===== src/rtl/store_rmw_ctrl_pkg.sv =====
// Shared definitions for the store read-merge-write sequencer: opcodes,
// FSM state encoding and the request legality rule.
package store_pkg;

    localparam logic [1:0] OP_SB   = 2'b00;
    localparam logic [1:0] OP_SH   = 2'b01;
    localparam logic [1:0] OP_SW   = 2'b10;
    localparam logic [1:0] OP_RSVD = 2'b11;

    typedef enum logic [2:0] {
        ST_IDLE  = 3'd0,
        ST_READ  = 3'd1,
        ST_CAPT  = 3'd2,
        ST_WRITE = 3'd3,
        ST_ERR   = 3'd4
    } state_t;

    // Misaligned halfword/word stores and the reserved opcode are rejected.
    function automatic logic is_illegal(input logic [1:0] op, input logic [1:0] addr_lo);
        logic bad;
        case (op)
            OP_SB:   bad = 1'b0;
            OP_SH:   bad = addr_lo[0];
            OP_SW:   bad = (addr_lo != 2'b00);
            default: bad = 1'b1;
        endcase
        return bad;
    endfunction

endpackage


===== src/rtl/store_rmw_ctrl_if.sv =====
// Request and data-memory bus of the store sequencer; slave is the controller side.
interface store_rmw_if #(
    parameter int ADDR_W = 10
);
    logic              req_valid;
    logic              req_ready;
    logic [1:0]        req_op;
    logic [31:0]       req_addr;
    logic [31:0]       req_wdata;
    logic              mem_rd_en;
    logic [ADDR_W-1:0] mem_addr;
    logic [31:0]       mem_rdata;
    logic              mem_wr_en;
    logic [31:0]       mem_wdata;
    logic              done;
    logic              err;
    logic              busy;

    modport slave (
        input  req_valid, req_op, req_addr, req_wdata, mem_rdata,
        output req_ready, mem_rd_en, mem_addr, mem_wr_en, mem_wdata, done, err, busy
    );

    modport master (
        output req_valid, req_op, req_addr, req_wdata, mem_rdata,
        input  req_ready, mem_rd_en, mem_addr, mem_wr_en, mem_wdata, done, err, busy
    );
endinterface


===== src/rtl/store_rmw_ctrl_byte_lane_merge.sv =====
// Splices a byte or halfword into a 32-bit word read from memory.
// Opcodes other than SB/SH pass the original word through.
module byte_lane_merge
    import store_pkg::*;
(
    input  logic [31:0] origin,
    input  logic [15:0] data,
    input  logic [1:0]  op,
    input  logic [1:0]  lane,
    output logic [31:0] merged
);

    // Lane splice: only the addressed byte/halfword is replaced.
    always_comb begin
        merged = origin;
        case (op)
            OP_SB: begin
                case (lane)
                    2'b00:   merged[7:0]   = data[7:0];
                    2'b01:   merged[15:8]  = data[7:0];
                    2'b10:   merged[23:16] = data[7:0];
                    2'b11:   merged[31:24] = data[7:0];
                    default: merged        = origin;
                endcase
            end
            OP_SH: begin
                if (lane[1]) begin
                    merged[31:16] = data;
                end else begin
                    merged[15:0] = data;
                end
            end
            default: merged = origin;
        endcase
    end

endmodule


===== src/rtl/store_rmw_ctrl.sv =====
// Store sequencer: SB/SH go through read-merge-write on a synchronous-read
// word memory, SW writes directly, illegal requests are answered with done+err.
module store_rmw_ctrl
    import store_pkg::*;
#(
    parameter int ADDR_W = 10
) (
    input  logic       clk,
    input  logic       rst_n,
    store_rmw_if.slave bus
);

    state_t            state_r;
    state_t            next_state_s;
    logic              accept_s;
    logic [1:0]        op_r;
    logic [1:0]        lane_r;
    logic [15:0]       data_r;
    logic [ADDR_W-1:0] mem_addr_r;
    logic [31:0]       mem_wdata_r;
    logic [31:0]       merged_s;
    logic              ready_r;
    logic              busy_r;
    logic              rd_en_r;
    logic              wr_en_r;
    logic              done_r;
    logic              err_r;
    logic              addr_unused_s;

    // Address bits above the memory range are deliberately ignored.
    assign addr_unused_s = ^bus.req_addr[31:ADDR_W+2];

    assign accept_s = bus.req_valid && ready_r;

    byte_lane_merge u_merge (
        .origin (bus.mem_rdata),
        .data   (data_r),
        .op     (op_r),
        .lane   (lane_r),
        .merged (merged_s)
    );

    // FSM state register.
    always_ff @(posedge clk or negedge rst_n) begin
        if (!rst_n) begin
            state_r <= ST_IDLE;
        end else begin
            state_r <= next_state_s;
        end
    end

    // Next-state decode.
    always_comb begin
        next_state_s = state_r;
        case (state_r)
            ST_IDLE: begin
                if (accept_s) begin
                    if (is_illegal(bus.req_op, bus.req_addr[1:0])) begin
                        next_state_s = ST_ERR;
                    end else if (bus.req_op == OP_SW) begin
                        next_state_s = ST_WRITE;
                    end else begin
                        next_state_s = ST_READ;
                    end
                end else begin
                    next_state_s = ST_IDLE;
                end
            end
            ST_READ:  next_state_s = ST_CAPT;
            ST_CAPT:  next_state_s = ST_WRITE;
            ST_WRITE: next_state_s = ST_IDLE;
            ST_ERR:   next_state_s = ST_IDLE;
            default:  next_state_s = ST_IDLE;
        endcase
    end

    // Control outputs are registered from the next state so they align with it.
    always_ff @(posedge clk or negedge rst_n) begin
        if (!rst_n) begin
            ready_r <= 1'b1;
            busy_r  <= 1'b0;
            rd_en_r <= 1'b0;
            wr_en_r <= 1'b0;
            done_r  <= 1'b0;
            err_r   <= 1'b0;
        end else begin
            ready_r <= (next_state_s == ST_IDLE);
            busy_r  <= (next_state_s != ST_IDLE);
            rd_en_r <= (next_state_s == ST_READ);
            wr_en_r <= (next_state_s == ST_WRITE);
            done_r  <= (next_state_s == ST_WRITE) || (next_state_s == ST_ERR);
            err_r   <= (next_state_s == ST_ERR);
        end
    end

    // Request latch: held from the accept edge until the next accept.
    always_ff @(posedge clk or negedge rst_n) begin
        if (!rst_n) begin
            op_r       <= OP_SB;
            lane_r     <= 2'b00;
            data_r     <= 16'h0000;
            mem_addr_r <= '0;
        end else if (accept_s) begin
            op_r       <= bus.req_op;
            lane_r     <= bus.req_addr[1:0];
            data_r     <= bus.req_wdata[15:0];
            mem_addr_r <= bus.req_addr[ADDR_W+1:2];
        end
    end

    // Write word: SW data is taken at accept, partial stores capture the merge.
    always_ff @(posedge clk or negedge rst_n) begin
        if (!rst_n) begin
            mem_wdata_r <= 32'h0000_0000;
        end else if (accept_s && (bus.req_op == OP_SW)) begin
            mem_wdata_r <= bus.req_wdata;
        end else if (state_r == ST_CAPT) begin
            mem_wdata_r <= merged_s;
        end
    end

    assign bus.req_ready = ready_r;
    assign bus.busy      = busy_r;
    assign bus.mem_rd_en = rd_en_r;
    assign bus.mem_wr_en = wr_en_r;
    assign bus.mem_addr  = mem_addr_r;
    assign bus.mem_wdata = mem_wdata_r;
    assign bus.done      = done_r;
    assign bus.err       = err_r;

endmodule


===== src/flat_wrapper.sv =====
// flat-port wrapper written by rule: the top's interface ports become plain ports
module store_rmw_ctrl_flat import store_pkg::*;
#(
    parameter int ADDR_W = 10
)
  (clk, rst_n, bus_req_valid, bus_req_op, bus_req_addr, bus_req_wdata, bus_mem_rdata, bus_req_ready, bus_mem_rd_en, bus_mem_addr, bus_mem_wr_en, bus_mem_wdata, bus_done, bus_err, bus_busy);
  store_rmw_if #(.ADDR_W(ADDR_W)) bus_i ();
  input  logic clk;
  input  logic rst_n;
  input wire logic [$bits(bus_i.req_valid)-1:0] bus_req_valid;
  input wire logic [$bits(bus_i.req_op)-1:0] bus_req_op;
  input wire logic [$bits(bus_i.req_addr)-1:0] bus_req_addr;
  input wire logic [$bits(bus_i.req_wdata)-1:0] bus_req_wdata;
  input wire logic [$bits(bus_i.mem_rdata)-1:0] bus_mem_rdata;
  output wire logic [$bits(bus_i.req_ready)-1:0] bus_req_ready;
  output wire logic [$bits(bus_i.mem_rd_en)-1:0] bus_mem_rd_en;
  output wire logic [$bits(bus_i.mem_addr)-1:0] bus_mem_addr;
  output wire logic [$bits(bus_i.mem_wr_en)-1:0] bus_mem_wr_en;
  output wire logic [$bits(bus_i.mem_wdata)-1:0] bus_mem_wdata;
  output wire logic [$bits(bus_i.done)-1:0] bus_done;
  output wire logic [$bits(bus_i.err)-1:0] bus_err;
  output wire logic [$bits(bus_i.busy)-1:0] bus_busy;
  assign bus_i.req_valid = bus_req_valid;
  assign bus_i.req_op = bus_req_op;
  assign bus_i.req_addr = bus_req_addr;
  assign bus_i.req_wdata = bus_req_wdata;
  assign bus_i.mem_rdata = bus_mem_rdata;
  assign bus_req_ready = bus_i.req_ready;
  assign bus_mem_rd_en = bus_i.mem_rd_en;
  assign bus_mem_addr = bus_i.mem_addr;
  assign bus_mem_wr_en = bus_i.mem_wr_en;
  assign bus_mem_wdata = bus_i.mem_wdata;
  assign bus_done = bus_i.done;
  assign bus_err = bus_i.err;
  assign bus_busy = bus_i.busy;
  store_rmw_ctrl #(.ADDR_W(ADDR_W)) u_core (.clk(clk), .rst_n(rst_n), .bus(bus_i));
endmodule

===== config.mk =====
export PLATFORM = sky130hd
export DESIGN_NAME = store_rmw_ctrl_flat
export DESIGN_NICKNAME = d
export VERILOG_FILES = /design/src/rtl/store_rmw_ctrl_pkg.sv /design/src/rtl/store_rmw_ctrl_if.sv /design/src/rtl/store_rmw_ctrl_byte_lane_merge.sv /design/src/rtl/store_rmw_ctrl.sv /design/src/flat_wrapper.sv
export SDC_FILE = /design/constraint.sdc
export NUM_CORES = 1
export LEC_CHECK = 0
export CORE_ASPECT_RATIO = 2
export CORE_MARGIN = 2
export CORE_UTILIZATION = 41
export CTS_BUF_LIST = sky130_fd_sc_hd__clkbuf_4
export CTS_CLUSTER_DIAMETER = 60
export DETAILED_ROUTE_END_ITERATION = 16
export PLACE_DENSITY_LB_ADDON = 0.05
export SYNTH_ARGS = -nofsm -noshare
export SYNTH_HDL_FRONTEND = slang
export SYNTH_SLANG_ARGS = --single-unit
export TNS_END_PERCENT = 100

===== constraint.sdc =====
create_clock -name clk -period 1.5 [get_ports clk]
set_input_delay 0.225 -clock clk [delete_from_list [all_inputs] [get_ports clk]]
set_output_delay 0.225 -clock clk [all_outputs]
set_load 0.02 [all_outputs]

-- After elaboration in Yosys (flattened, before gate mapping)
Cells that the tools add are included.
W data, S select, Z words.
- bits in registers: 71
- input bits: 101
- output and inout port bits: 48
- logic and storage cells: 50
- mux-type cells: 16
- reductions and logical operators: 11
- equality and inequality tests: 11
- operator list (operator ; count):
    $mux W32 ; 2
    $pmux W32 S2 ; 1
    $mux W16 ; 2
    $mux W8 ; 4
    $pmux W3 S3 ; 1
    $eq A2 B1 Y1 const B ; 3
    $eq A2 B2 Y1 const B ; 3
    $eq A3 B1 Y1 const B ; 2
    $eq A3 B2 Y1 const B ; 2
    $logic_not A2 Y1 ; 3
    $logic_not A3 Y1 ; 2
    $mux W3 ; 2
    $reduce_bool A2 Y1 ; 2
    $eq A3 B3 Y1 const B ; 1
    $pmux W1 S3 ; 1
    $reduce_bool A3 Y1 ; 1
    $logic_and A1 B1 Y1 ; 2
    $mux W1 ; 2
    $mux W2 ; 1
    $logic_or A1 B1 Y1 ; 1

-- Logic depth before layout (Yosys ltp)
- depth in word-level cells: 9
- gate-level depth with buffers: 7
- mapped depth without buffers: 4

-- Cells and area by module
A second synthesis with hierarchy kept.
- cells, all modules: 370
- area total of the unflattened synthesis: 3706.1 um^2
- modules (own cells, without submodules) (module ; cells an instance ; area each (um^2) ; times used):
    store_rmw_ctrl ; 270 ; 2929.1 ; 1
    byte_lane_merge ; 100 ; 777.0 ; 1

-- Least setup slack after synthesis
No wires, ideal clock.
- path kind: register to register
- start: register u_core.ready_r (netlist: u_core.bus.req_ready)
- end: register u_core.mem_wdata_r[30] (netlist: u_core.bus.mem_wdata[30])
- cell stages (with the launch flop): 6
- slack: -0.048 ns
- library setup time: 0.077 ns
- arrival time: 1.470 ns
- required time: 1.423 ns
- clock period less this slack: 1.548 ns
- cells stage by stage: dfstp_2 nand2_2 nor3b_2 clkbuf_1 a21oi_1 a21oi_1
- cells in the longest elaborated chain, start to end: 3
- elaborated cells on any way between the ends: 4
- classes of those cells: mux (1); reduce/logical (3)
- ends and longest elaborated chain (what ; RTL line ; source):
    start, declared ; store_rmw_ctrl.sv:22 ; logic ready_r;
    start signal, assigned ; store_rmw_ctrl.sv:87 ; ready_r <= (next_state_s == ST_IDLE);
    $logic_and A1 B1 Y1 (*) ; store_rmw_ctrl.sv:33 ; assign accept_s = bus.req_valid && ready_r;
    $logic_and A1 B1 Y1 (*) ; store_rmw_ctrl.sv:115 ; end else if (accept_s && (bus.req_op == OP_SW)) begin
    $mux W32 or $reduce_bool A2 Y1 (tied branches) ; -- ;
    end signal, assigned ; store_rmw_ctrl.sv:116 ; mem_wdata_r <= bus.req_wdata;
    end signal, assigned ; store_rmw_ctrl.sv:118 ; mem_wdata_r <= merged_s;
    end, declared ; store_rmw_ctrl.sv:20 ; logic [31:0] mem_wdata_r;
Mark *: on every way between the ends. The rest lies on a longest branch, timed or not.
A chain may end at the register's enable or synchronous reset.

-- Worst setup path in the final report
- start: register u_core.state_r[0]
- end: register u_core.mem_wdata_r[30] (netlist: u_core.bus.mem_wdata[30])
- cells in the longest elaborated chain, start to end: 2
- ends and longest elaborated chain (what ; RTL line ; source):
    start, declared ; store_rmw_ctrl.sv:13 ; state_t state_r;
    start signal, assigned ; store_rmw_ctrl.sv:48 ; state_r <= next_state_s;
    $eq A3 B2 Y1 ; store_rmw_ctrl.sv:117 ; end else if (state_r == ST_CAPT) begin
    $reduce_bool A2 Y1 (no line) ; -- ;
Every way passes these cells.

==> reports/results.ini <==
[global_routing]
grt_max_degree=72
antenna_found_initial=0
grt_overflow=0
grt_pass1_vias=3703
grt_first_pass_wirelength_um=18610
track_usage=0.2358

[synthesis]
ys_seq_area_frac=0.4620
synth_area_mm2=0.003849
yosys.cell_types.count=46
yosysWarnings=0
yosys.area.top_type=dfrtp_1
ys.flop_type=dfrtp_1
ys_ff_latch=71
async_flop_share=1.000
syn_avg_cell_area_um2=10.52
syn-num-nets=467
yosysTopAreaCellShare=0.4551
ys_top_cells_by_area=dfrtp_1, mux2_2, o21ai_1
synth_cells=366
synth_edf_count=0

[placement]
gp_congestion=0.8858
dp_slack_ps=-163.0
place_hpwl_um=8412
place_inst=611
io_buffers=128

[worst_hold_path]
hp-class=in2async

[route]
viasPerCell=5.699
drt-wirelength-per-cell_um=19.39
firstDrtPassIters=5
wirelength_um=12430
ant_nets=0
drtIter0Drc=153
route.vias.total=3653
drc_errors=0

[clocking]
clk_latency_ps=440
cts-root-buf=clkbuf_4
cts_num_sinks=71
clock_path_buffers=2
cts_tree=done
numCtsBuffers=9
htreeDepth=3
clk_pin_slew_ps=130

[die]
rows=50
core_mm2=0.009259
start_util=0.4157
dieArea_mm2=0.01023
die_height_um=141.0
pin_count=149
die_x_um=72.51

[finish]
final_cells=641
drive_gt1_frac=0.3035
synthToLayoutAreaGrowth_pct=52.02
fin_util=0.6319
nets=633
n_fill_cell=811
n_antenna_cell=0

[sta]
fin_crit_sh=1.051
skew_ps=17.02
setup_ws_ps=-77.22
rsz0062_at_grt=true
fin_tns_setup_ps=-586.3
tightestPinTransition_ps=500.2
finalSetupViolCount=15
hold_violations=0
drv_slew=0
relSlewSlack=0.6637
period_needed_ps=1577
fmaxAchievable_mhz=634.0
holdWs_ps=299.7

[pwr]
peakVddDrop_mv=1.692
leakagePower_nw=2.555
p_sw_mw=5.496
intPower_mw=7.311
comb_power_share=0.600
powerDensity_mw_per_mm2=2189
switching_share=0.4291
p_seq_frac=0.289
clockPowerShare=0.111

[setup_path]
crit_path_start_kind=flip-flop
cp_max_fo=5
crit_path_end_kind=flip-flop
cp_data_required_time_ps=1880
critPathKind=reg2reg
critPathArrivalTime_ps=1960

[run]
maxCapViolCount=0

[run_status]
status=finished, violations left
violations=negative setup slack

==> per-stage QoR <==
step | instance area, um2 | total power [mW]
finish | 5851 | 12.81
CTS | 5598 | 11.92
detailed placement | 5468 | 10.89
global route | 5851 | 13.61
floorplan | 3852 | 7.880
global placement | 5468 | 10.75
==> cells in the final DEF (no fill, tap or decap), types with 4 or more instances in the layout <==
| cell type | synthesis | routed |
|---|---|---|
| o21ai_1 | 28 | 31 |
| or2_4 | 1 | 5 |
| clkdlybuf4s50_1 | 0 | 79 |
| nand2_1 | 26 | 23 |
| nor2_1 | 16 | 16 |
| mux2_2 | 30 | 30 |
| a21oi_1 | 18 | 14 |
| a211o_1 | 13 | 13 |
| mux2i_1 | 12 | 12 |
| dlygate4sd2_1 | 0 | 47 |
| buf_12 | 0 | 6 |
| buf_6 | 6 | 6 |
| o21ai_0 | 25 | 14 |
| buf_4 | 1 | 39 |
| clkbuf_4 | 0 | 10 |
| dfrtp_1 | 70 | 67 |
| a211oi_2 | 9 | 13 |
| inv_1 | 4 | 4 |
| o21ai_2 | 0 | 8 |
| and3_1 | 17 | 17 |
| o32ai_1 | 11 | 11 |
| a21oi_2 | 14 | 18 |
==> registers in the layout, indices dropped and copies added, names as in the netlist, 2 cells and up <==
register	cells
u_core.op_r	2
u_core.bus.mem_wdata	32
u_core.data_r	16
u_core.state_r	3
u_core.bus.mem_addr	10
u_core.lane_r	2
==> kinds of logic after synthesis <==
logic type,after synthesis,synth area share
muxes,43,0.1219
DFF,71,0.4620
and+or+nand+nor,79,0.1109
AOI/OAI and AO/OA,140,0.2562
buffers and inverters,33,0.04909
==> power by group through the flow <==
stage	Combinational (mW)	Sequential (mW)	Clock [mW]
6_report	7.69	3.70	1.42
3_5_place_dp	7.17	3.73	0
5_1_grt	8.29	3.81	1.51
4_1_cts	6.80	3.67	1.45
3_3_place_gp	7.04	3.71	0
2_1_floorplan	3.63	4.25	0
==> path summary, 6_finish.rpt <==
check | from | endpoint | slack, ps | cells after the start
max | u_core.state_r[0] | u_core.bus.mem_wdata[30] | -80 | 7
min | rst_n | u_core.bus.mem_wdata[4] | 300 | 3
max reg2reg | u_core.state_r[0] | u_core.bus.mem_wdata[30] | -80 | 7
min reg2reg | u_core.bus.mem_addr[2] | u_core.bus.mem_addr[2] | 520 | 1
max in group asynchronous | rst_n | u_core.lane_r[0] | 810 | 3
min in group clk | bus_req_wdata[22] | u_core.bus.mem_wdata[22] | 310 | 3
==> synthesized netlist by cell type (2+ instances only) <==
| cell | instances |
|---|---|
| a21o_1 | 2 |
| nand3_1 | 2 |
| o21ai_0 | 25 |
| and3_1 | 17 |
| o21ai_1 | 28 |
| a21oi_1 | 18 |
| dfrtp_1 | 70 |
| nor2_1 | 16 |
| nand2_2 | 2 |
| o22ai_1 | 3 |
| nand2_1 | 26 |
| a21oi_2 | 14 |
| a221oi_2 | 2 |
| nor4_1 | 3 |
| a211oi_1 | 7 |
| clkbuf_1 | 8 |
| mux2_2 | 30 |
| a22o_1 | 2 |
| buf_2 | 12 |
| nand2b_1 | 3 |
| mux2i_1 | 12 |
| a211o_1 | 13 |
| buf_6 | 6 |
| inv_1 | 4 |
| o32ai_1 | 11 |
| a2111oi_0 | 2 |
| a211oi_2 | 9 |
==> what timing repair did <==
item | in CTS | in global routing
setup endpoints to repair | 76 | 32
gates resized for setup | 57 | 47
buffers inserted | 2 | 5
hold endpoints to repair | 70 | 0
cloned | 0 | 6
hold buffers | 1 | 0
pin swaps | 0 | 24
==> layout make-up <==
| class | count | area [um2] | area share |
|---|---|---|---|
| clock buffers | 10 | 75.07 | 0.01283 |
| clock inverters | 6 | 85.08 | 0.01454 |
| inverters | 4 | 15.01 | 0.002566 |
| multi-input cells | 265 | 2016 | 0.3445 |
| flip-flops and latches | 71 | 1782 | 0.3045 |
| well taps | 104 | 130.1 | 0.02224 |
| repair buffers | 181 | 1748 | 0.2988 |
==> worst max-delay path, cell delays in order (launching register included) <==
cell	delay [ps]
dfrtp_1	430
buf_6	130
nor3b_4	180
buf_6	170
buf_12	120
o21ai_2	40
a221o_1	300
a21oi_2	140
==> metal layers <==
layer  share of wire  global-route usage
met1            0.36              0.2632
met5               0                   0
met2            0.55              0.4307
met4           0.032             0.08382
met3           0.060             0.04789
(Power assumes the default switching activity.)
